**config.mk**
```make
export PLATFORM = sky130hd
export DESIGN_NAME = raizing_gfx_rom_server
export DESIGN_NICKNAME = d
export VERILOG_FILES = /design/src/rtl/raizing_gfx_rom_server_pkg.sv /design/src/rtl/raizing_gfx_rom_server_arb.sv /design/src/rtl/raizing_gfx_rom_server.sv
export SDC_FILE = /design/constraint.sdc
export NUM_CORES = 1
export LEC_CHECK = 0
export ABC_AREA = 1
export CAP_MARGIN = 25
export CORE_UTILIZATION = 40
export DETAILED_ROUTE_END_ITERATION = 7
export PLACE_DENSITY = 0.66
export SYNTH_ARGS = -nofsm -noshare
export SYNTH_HDL_FRONTEND = slang
export SYNTH_SLANG_ARGS = --single-unit
```
**constraint.sdc**
```tcl
create_clock -name CLK -period 4.7 [get_ports CLK]
set_clock_uncertainty 0.2 [all_clocks]
set_input_delay 0.94 -clock CLK [delete_from_list [all_inputs] [get_ports CLK]]
set_output_delay 0.94 -clock CLK [all_outputs]
set_load 0.02 [all_outputs]
```
**src/rtl/raizing_gfx_rom_server_pkg.sv**
```systemverilog
// ----------------------------------------------------------------------------
// raizing_gfx_pkg
//   Shared definitions for the Raizing graphics ROM server:
//     - channel count and channel indices (OBJ, SCR0, SCR1, SCR2)
//     - FSM state encoding of the memory-request sequencer
//     - default address / data widths
//   The optional OBJ-priority arbitration is selected with the macro
//   RAIZING_GFXSRV_OBJ_PRIO_EN (consumed by raizing_rr_arb4).
// ----------------------------------------------------------------------------
package raizing_gfx_pkg;

    localparam int NCH     = 4;
    localparam int CH_OBJ  = 0;
    localparam int CH_SCR0 = 1;
    localparam int CH_SCR1 = 2;
    localparam int CH_SCR2 = 3;

    localparam int DEF_AW  = 22;
    localparam int DEF_DW  = 32;

    // Sequencer states. Encoding is exported on DBG_STATE of the top.
    typedef enum logic [1:0] {
        IDLE = 2'd0,
        REQ  = 2'd1,
        WAIT = 2'd2
    } state_t;

    // Channel index reached by stepping k positions after ptr (mod 4).
    function automatic logic [1:0] rr_step(input logic [1:0] ptr, input int k);
        return ptr + 2'(k);
    endfunction

endpackage

```
**src/rtl/raizing_gfx_rom_server_arb.sv**
```systemverilog
// ----------------------------------------------------------------------------
// raizing_rr_arb4
//   Combinational 4-way round-robin arbiter.
//   The search starts at rr_ptr+1 (mod 4) and wraps, so the channel served
//   last has the lowest priority on the next pick.
//
//   Optional feature (macro RAIZING_GFXSRV_OBJ_PRIO_EN):
//     channel 0 (OBJ) wins whenever it is pending; channels 1..3 share the
//     round-robin among themselves.
//
//   Ports:
//     pending   in  4  request vector (bit i = channel i needs memory)
//     rr_ptr    in  2  index of the channel granted most recently
//     grant_oh  out 4  one-hot grant (zero when nothing is pending)
//     grant_idx out 2  binary index of the grant
//     grant_any out 1  at least one channel granted
// ----------------------------------------------------------------------------
module raizing_rr_arb4
    import raizing_gfx_pkg::*;
(
    input  logic [NCH-1:0] pending,
    input  logic [1:0]     rr_ptr,
    output logic [NCH-1:0] grant_oh,
    output logic [1:0]     grant_idx,
    output logic           grant_any
);

    logic [NCH-1:0] rr_pool;
    logic [1:0]     cand;

    always_comb begin
        rr_pool   = pending;
        cand      = '0;
        grant_oh  = '0;
        grant_idx = '0;
        grant_any = 1'b0;

`ifdef RAIZING_GFXSRV_OBJ_PRIO_EN
        // OBJ bypasses the rotation entirely; remove it from the pool so the
        // scroll layers rotate only among themselves.
        if (pending[CH_OBJ]) begin
            grant_oh[CH_OBJ] = 1'b1;
            grant_idx        = 2'(CH_OBJ);
            grant_any        = 1'b1;
        end
        rr_pool[CH_OBJ] = 1'b0;
`endif

        // k = 1..4: the last candidate is rr_ptr itself.
        for (int k = 1; k <= NCH; k++) begin
            cand = rr_step(rr_ptr, k);
            if (!grant_any && rr_pool[cand]) begin
                grant_oh[cand] = 1'b1;
                grant_idx      = cand;
                grant_any      = 1'b1;
            end
        end
    end

endmodule

```
**src/rtl/raizing_gfx_rom_server.sv**
```systemverilog
// ----------------------------------------------------------------------------
// raizing_gfx_rom_server
//   Memory-side responder for the four graphics ROM request channels
//   (OBJ, SCR0, SCR1, SCR2). Each channel keeps a one-word tag/data
//   holding register; a request whose address matches the held tag is
//   answered at once, a miss is fetched through the single shared SDRAM
//   read port. At most one memory transaction is outstanding.
//
//   Optional feature: define RAIZING_GFXSRV_OBJ_PRIO_EN to give OBJ strict
//   priority over the scroll layers (see raizing_rr_arb4).
//
//   Ports:
//     CLK         in   1     system clock
//     RESET_N     in   1     synchronous active-low reset
//     INVALIDATE  in   1     pulse: drop every held word (ROM reload)
//     CH_CS       in   4     per-channel request strobe (bit0 = OBJ)
//     CH_ADDR     in   4*AW  per-channel word address, channel i at [i*AW +: AW]
//     CH_OK       out  4     held word matches current CH_ADDR (combinational)
//     CH_DOUT     out  4*DW  per-channel held data, channel i at [i*DW +: DW]
//     MEM_RD      out  1     memory read request
//     MEM_ADDR    out  AW    memory read address
//     MEM_ACK     in   1     memory accepted the request
//     MEM_DV      in   1     memory read data valid (one cycle)
//     MEM_DATA    in   DW    memory read data
//     DBG_STATE   out  2     current sequencer state (state_t encoding)
//
//   Memory handshake: MEM_RD rises with MEM_ADDR and both hold steady until
//   the cycle MEM_ACK is sampled high; MEM_RD then drops. Exactly one MEM_DV
//   follows, either in the ACK cycle itself or any later cycle. MEM_DV seen
//   outside that window (IDLE, or REQ without ACK) is ignored.
// ----------------------------------------------------------------------------
module raizing_gfx_rom_server
    import raizing_gfx_pkg::*;
#(
    parameter int AW = DEF_AW,
    parameter int DW = DEF_DW
)
(
    input  logic              CLK,
    input  logic              RESET_N,
    input  logic              INVALIDATE,
    input  logic [NCH-1:0]    CH_CS,
    input  logic [NCH*AW-1:0] CH_ADDR,
    output logic [NCH-1:0]    CH_OK,
    output logic [NCH*DW-1:0] CH_DOUT,
    output logic              MEM_RD,
    output logic [AW-1:0]     MEM_ADDR,
    input  logic              MEM_ACK,
    input  logic              MEM_DV,
    input  logic [DW-1:0]     MEM_DATA,
    output logic [1:0]        DBG_STATE
);

    // Per-channel holding registers
    logic [AW-1:0]  tag   [NCH];
    logic [DW-1:0]  data  [NCH];
    logic [NCH-1:0] valid;

    // Sequencer state
    state_t         state;
    logic [1:0]     grant;
    logic [1:0]     rr_ptr;
    logic [AW-1:0]  lat_addr;
    logic           mem_rd;

    // Arbiter interface
    logic [NCH-1:0] pending;
    logic [NCH-1:0] grant_oh;
    logic [1:0]     grant_idx;
    logic           grant_any;
    logic [AW-1:0]  sel_addr;
    logic           capture;

    // OK is purely combinational from the held registers so it falls in the
    // same cycle the requester moves its address or drops CS.
    for (genvar i = 0; i < NCH; i++) begin : g_ch
        assign CH_OK[i]             = CH_CS[i] & valid[i] & (tag[i] == CH_ADDR[i*AW +: AW]);
        assign CH_DOUT[i*DW +: DW]  = data[i];
    end

    assign pending = CH_CS & ~CH_OK;

    raizing_rr_arb4 u_arb (
        .pending   (pending),
        .rr_ptr    (rr_ptr),
        .grant_oh  (grant_oh),
        .grant_idx (grant_idx),
        .grant_any (grant_any)
    );

    // Address of the winning channel, latched when the request is launched.
    always_comb begin
        sel_addr = '0;
        for (int i = 0; i < NCH; i++) begin
            if (grant_idx == 2'(i)) begin
                sel_addr = CH_ADDR[i*AW +: AW];
            end
        end
    end

    // Data returns either together with the ACK or later while waiting.
    assign capture = MEM_DV && (((state == REQ) && MEM_ACK) || (state == WAIT));

    always_ff @(posedge CLK) begin
        if (!RESET_N) begin
            state    <= IDLE;
            grant    <= '0;
            rr_ptr   <= 2'd3;
            lat_addr <= '0;
            mem_rd   <= 1'b0;
            valid    <= '0;
            for (int i = 0; i < NCH; i++) begin
                tag[i]  <= '0;
                data[i] <= '0;
            end
        end else begin
            case (state)
                IDLE: begin
                    mem_rd <= 1'b0;
                    if (grant_any) begin
                        grant    <= grant_idx;
                        lat_addr <= sel_addr;
                        mem_rd   <= 1'b1;
                        state    <= REQ;
                    end
                end
                REQ: begin
                    if (MEM_ACK) begin
                        mem_rd <= 1'b0;
                        state  <= MEM_DV ? IDLE : WAIT;
                    end
                end
                WAIT: begin
                    if (MEM_DV) begin
                        state <= IDLE;
                    end
                end
                default: begin
                    mem_rd <= 1'b0;
                    state  <= IDLE;
                end
            endcase

            // The fill is tagged with the address that was launched, not the
            // channel's current address, so a requester that moved on sees a
            // mismatch and simply becomes pending again.
            if (capture) begin
                tag[grant]   <= lat_addr;
                data[grant]  <= MEM_DATA;
                valid[grant] <= 1'b1;
                rr_ptr       <= grant;
            end

            // Placed after the capture so an invalidate in the fill cycle
            // also clears the channel being filled.
            if (INVALIDATE) begin
                valid <= '0;
            end
        end
    end

    assign MEM_RD    = mem_rd;
    assign MEM_ADDR  = lat_addr;
    assign DBG_STATE = state;

endmodule

```
==> results.cfg <==
[route]
vias_per_cell = 4.96
drc = 0
vias = 10100
routedWlPerCell_um = 19.1
wl_mm = 38.9
dr.pass1.iters = 5
drt-initial-drc-count = 801
ant_nets = 0

[power_and_ir_drop]
power.leakage_uw = 0.00697
power_density_nw_per_um2 = 371
switching_share_pct = 28.8
switching_power_uw = 1720
power.share.sequential_pct = 43.9
max-vdd-ir-drop_mv = 0.333
power_frac_comb_pct = 19.9
total_power_uw = 5960
clkPwrFrac_pct = 36.2
internal_power_uw = 4250

[grt]
grt_max_degree = 56
grt_first_pass_wirelength_mm = 58.1
grt_usage_pct = 25.7
gr-total-overflow = 0
grt_pass1_vias = 10200
antenna_found_initial = 4

[layout]
num-fill-cells = 2590
finalNonFillerCells = 2040
drive_above_1_share_pct = 6.05
finalNetCount = 1762
syn_to_final_growth_pct = 36.8

[timing]
maxSlewViolCount = 0
maxSlewHeadroom_pct = 47.1
hold_slack_ns = 0.252
rsz0062_at_grt = no
min_period_ns = 4.20
hold_viol = 0
max_freq_mhz = 238
final-setup-viol-count = 0
finalCritPeriodShare_pct = 89.4
setup_tns_ns = 0
tightest_slew_ns = 0.794

[worst_setup_path]
path_common_cell = nand2_1
ff2ff_setup_slack_ns = 1.55
regToRegStartpoint = tag[3][2]
slowest_delay_ns = 0.61
endpoint_kind = output port
critPathRequiredTime_ns = 3.56
critPathSlowestCell = clkdlybuf4s50_1
cp-start-kind = primary input
crit_arrival_ns = 3.06
worst_r2r_path_depth = 18
startpoint = CH_ADDR[18]
path_max_fanout = 3
cp_num_buf_inv = 4
cp_num_cells = 10
crit_end = CH_OK[0]
reg2reg_to = MEM_ADDR[19]
cp_cell_sequence = clkdlybuf4s50_1 -> inv_1 -> nand2_1 -> nand2_1 -> nor2_1 -> nand2_1 -> nor2_1 -> nand3_1 -> inv_1 -> clkdlybuf4s50_1
critPathTopFamily = buffers and inverters
crit_type = primary input to output port

[die]
ios = 286
core_um2 = 28800
num_rows = 62
die_area_um2 = 30100
die_w_um = 173
initial_core_util_pct = 40.8
die_y_um = 173

[logic_synthesis]
avgSynthCellArea_um2 = 8.76
synth_cell_types = 31
synth.yosys.seq_area_share_pct = 60.8
synth_cells = 1342
syn-cell-area_um2 = 11800
yosys_register_bits = 249
ys_warn_count = 0
synth_fp_nets = 1471

[clock_network]
cts.sinks = 249
cts-root-buf = clkbuf_16
clk_pin_slew_ns = 0.06
cts_buffer_depth = 3
htree_levels = 1
tritoncts = yes
cts_setup_buffers = 0
clk-insertion-delay-late_ns = 0.55
cts_inserted_buffers = 28

[run]
cap_violations = 0

[status]
status = finished, final reports clean

[place]
port_buffers = 285
dp_hpwl_mm = 27.6
gp_congestion = 0.934
dp_cells = 1987

[min_path]
holdCritPathClass = flip-flop to flip-flop
==> through the flow <==
| stage | setup slack, ns | cell area [um^2] | utilization (%) |
|---|---|---|---|
| 2_1_floorplan | 1.02 | 11800 | - |
| 3_3_place_gp | 0.0762 | 15200 | 52.7 |
| 3_5_place_dp | 0.152 | 15200 | 52.7 |
| 4_1_cts | 0.134 | 16100 | 55.8 |
| 5_1_grt | 0.388 | 16100 | 55.8 |
| 6_report | 0.499 | 16100 | 55.8 |
==> state kept, by name, summed over array words and instances (netlist names) <==
| register | cells |
|---|---|
| MEM_ADDR | 22 |
| rr_ptr | 2 |
| grant | 2 |
| data | 128 |
| valid | 4 |
| tag | 88 |
| MEM_RD | 1 |
| DBG_STATE | 2 |
==> placed cells by master (no fill, tap or decap), drive strengths merged <==
master and instances:
a211o 1, xnor2 9, dlymetal6s2s 1, or2 1, nand3 98, clkdlybuf4s50 284, nand2 365, o21bai 9
clkbuf 33, edfxtp 216, nor2 249, buf 21, clkinv 11, diode 3, bufinv 2, nor3 7
o21ai 38, inv 223, dfxtp 33, nor3b 1, clkinvlp 3, a21oi 34, nand4 6, xor2 5
a221oi 1, nor4 1, a2111o 1
==> power by group through the flow <==
| stage | Combinational (uW) | Clock (uW) | Sequential [uW] |
|---|---|---|---|
| 6_report | 1190 | 2160 | 2620 |
| 5_1_grt | 1280 | 2260 | 2640 |
| 4_1_cts | 1190 | 2180 | 2620 |
| 3_5_place_dp | 1180 | 0 | 2660 |
| 3_3_place_gp | 1180 | 0 | 2660 |
| 2_1_floorplan | 495 | 0 | 2770 |
==> how the worst min path moves through the flow <==
stage,to,depth (start not counted),from,slack (ns)
after floorplan,valid[0],2,valid[0],0.23
after global placement,valid[2],2,valid[2],0.24
after detailed placement,valid[2],2,valid[2],0.24
after CTS,valid[2],2,valid[2],0.25
after global routing,valid[2],2,valid[2],0.26
final,valid[2],2,valid[2],0.25
==> what timing repair did <==
| item | 4_1_cts | 5_1_grt |
|---|---|---|
| endpoints found under the setup margin | 0 | 1 |
| resized for setup | 0 | 1 |
| hold buffers | 0 | 0 |
==> per-layer routing <==
layer	track usage, %	share of wire (%)
met5	0	0.033
met4	11.7	4.6
met3	9.34	12
met2	42.2	46
met1	29.9	38
==> tightest hold or removal path, cell delays in order (launching register included) <==
cell and delay [ns]:
dfxtp_1 0.31, inv_1 0.05, a21oi_1 0.05
==> synth_stat cells <==
library cell | n | area [um^2]
a2111o_1 | 1 | 11.3
a211o_1 | 1 | 8.76
a21oi_1 | 34 | 170
a221oi_1 | 1 | 8.76
buf_2 | 8 | 40.0
buf_4 | 8 | 60.1
buf_6 | 2 | 22.5
clkbuf_1 | 27 | 101
dfxtp_1 | 33 | 661
edfxtp_1 | 216 | 6490
inv_1 | 212 | 796
inv_2 | 10 | 37.5
nand2_1 | 360 | 1350
nand2_2 | 4 | 25.0
nand2_4 | 1 | 11.3
nand3_1 | 95 | 475
nand3_2 | 3 | 30.0
nand4_1 | 6 | 37.5
nor2_1 | 244 | 916
nor2_2 | 1 | 6.26
nor2_4 | 4 | 45.0
nor3_1 | 4 | 20.0
nor3_2 | 3 | 30.0
nor3b_1 | 1 | 7.51
nor4_1 | 1 | 6.26
o21ai_0 | 19 | 95.1
o21ai_1 | 19 | 95.1
o21bai_1 | 9 | 67.6
or2_2 | 1 | 6.26
xnor2_1 | 9 | 78.8
xor2_1 | 5 | 43.8
==> cell type report <==
type	count	area (um^2)	share of cell area, %
Multi-Input combinational cell	826	3580	22.3
Timing Repair Buffer	306	3130	19.4
Tap cell	384	480	2.99
Sequential cell	249	7150	44.5
Clock buffer	33	739	4.60
Clock inverter	17	154	0.958
Inverter	222	833	5.19
Antenna cell	3	7.51	0.0467
==> kinds of logic (layout without fill, tap and decap cells) <==
group	count (synthesis)	after routing	share of synthesized area, %
buffers and inverters	267	578	9.00
xor gates and xnor gates	14	14	1.04
other	0	3	0
and+or+nand+nor	728	728	25.3
DFF	249	249	60.8
AOI/OAI and AO/OA	84	84	3.89
(Power assumes the default switching activity.)
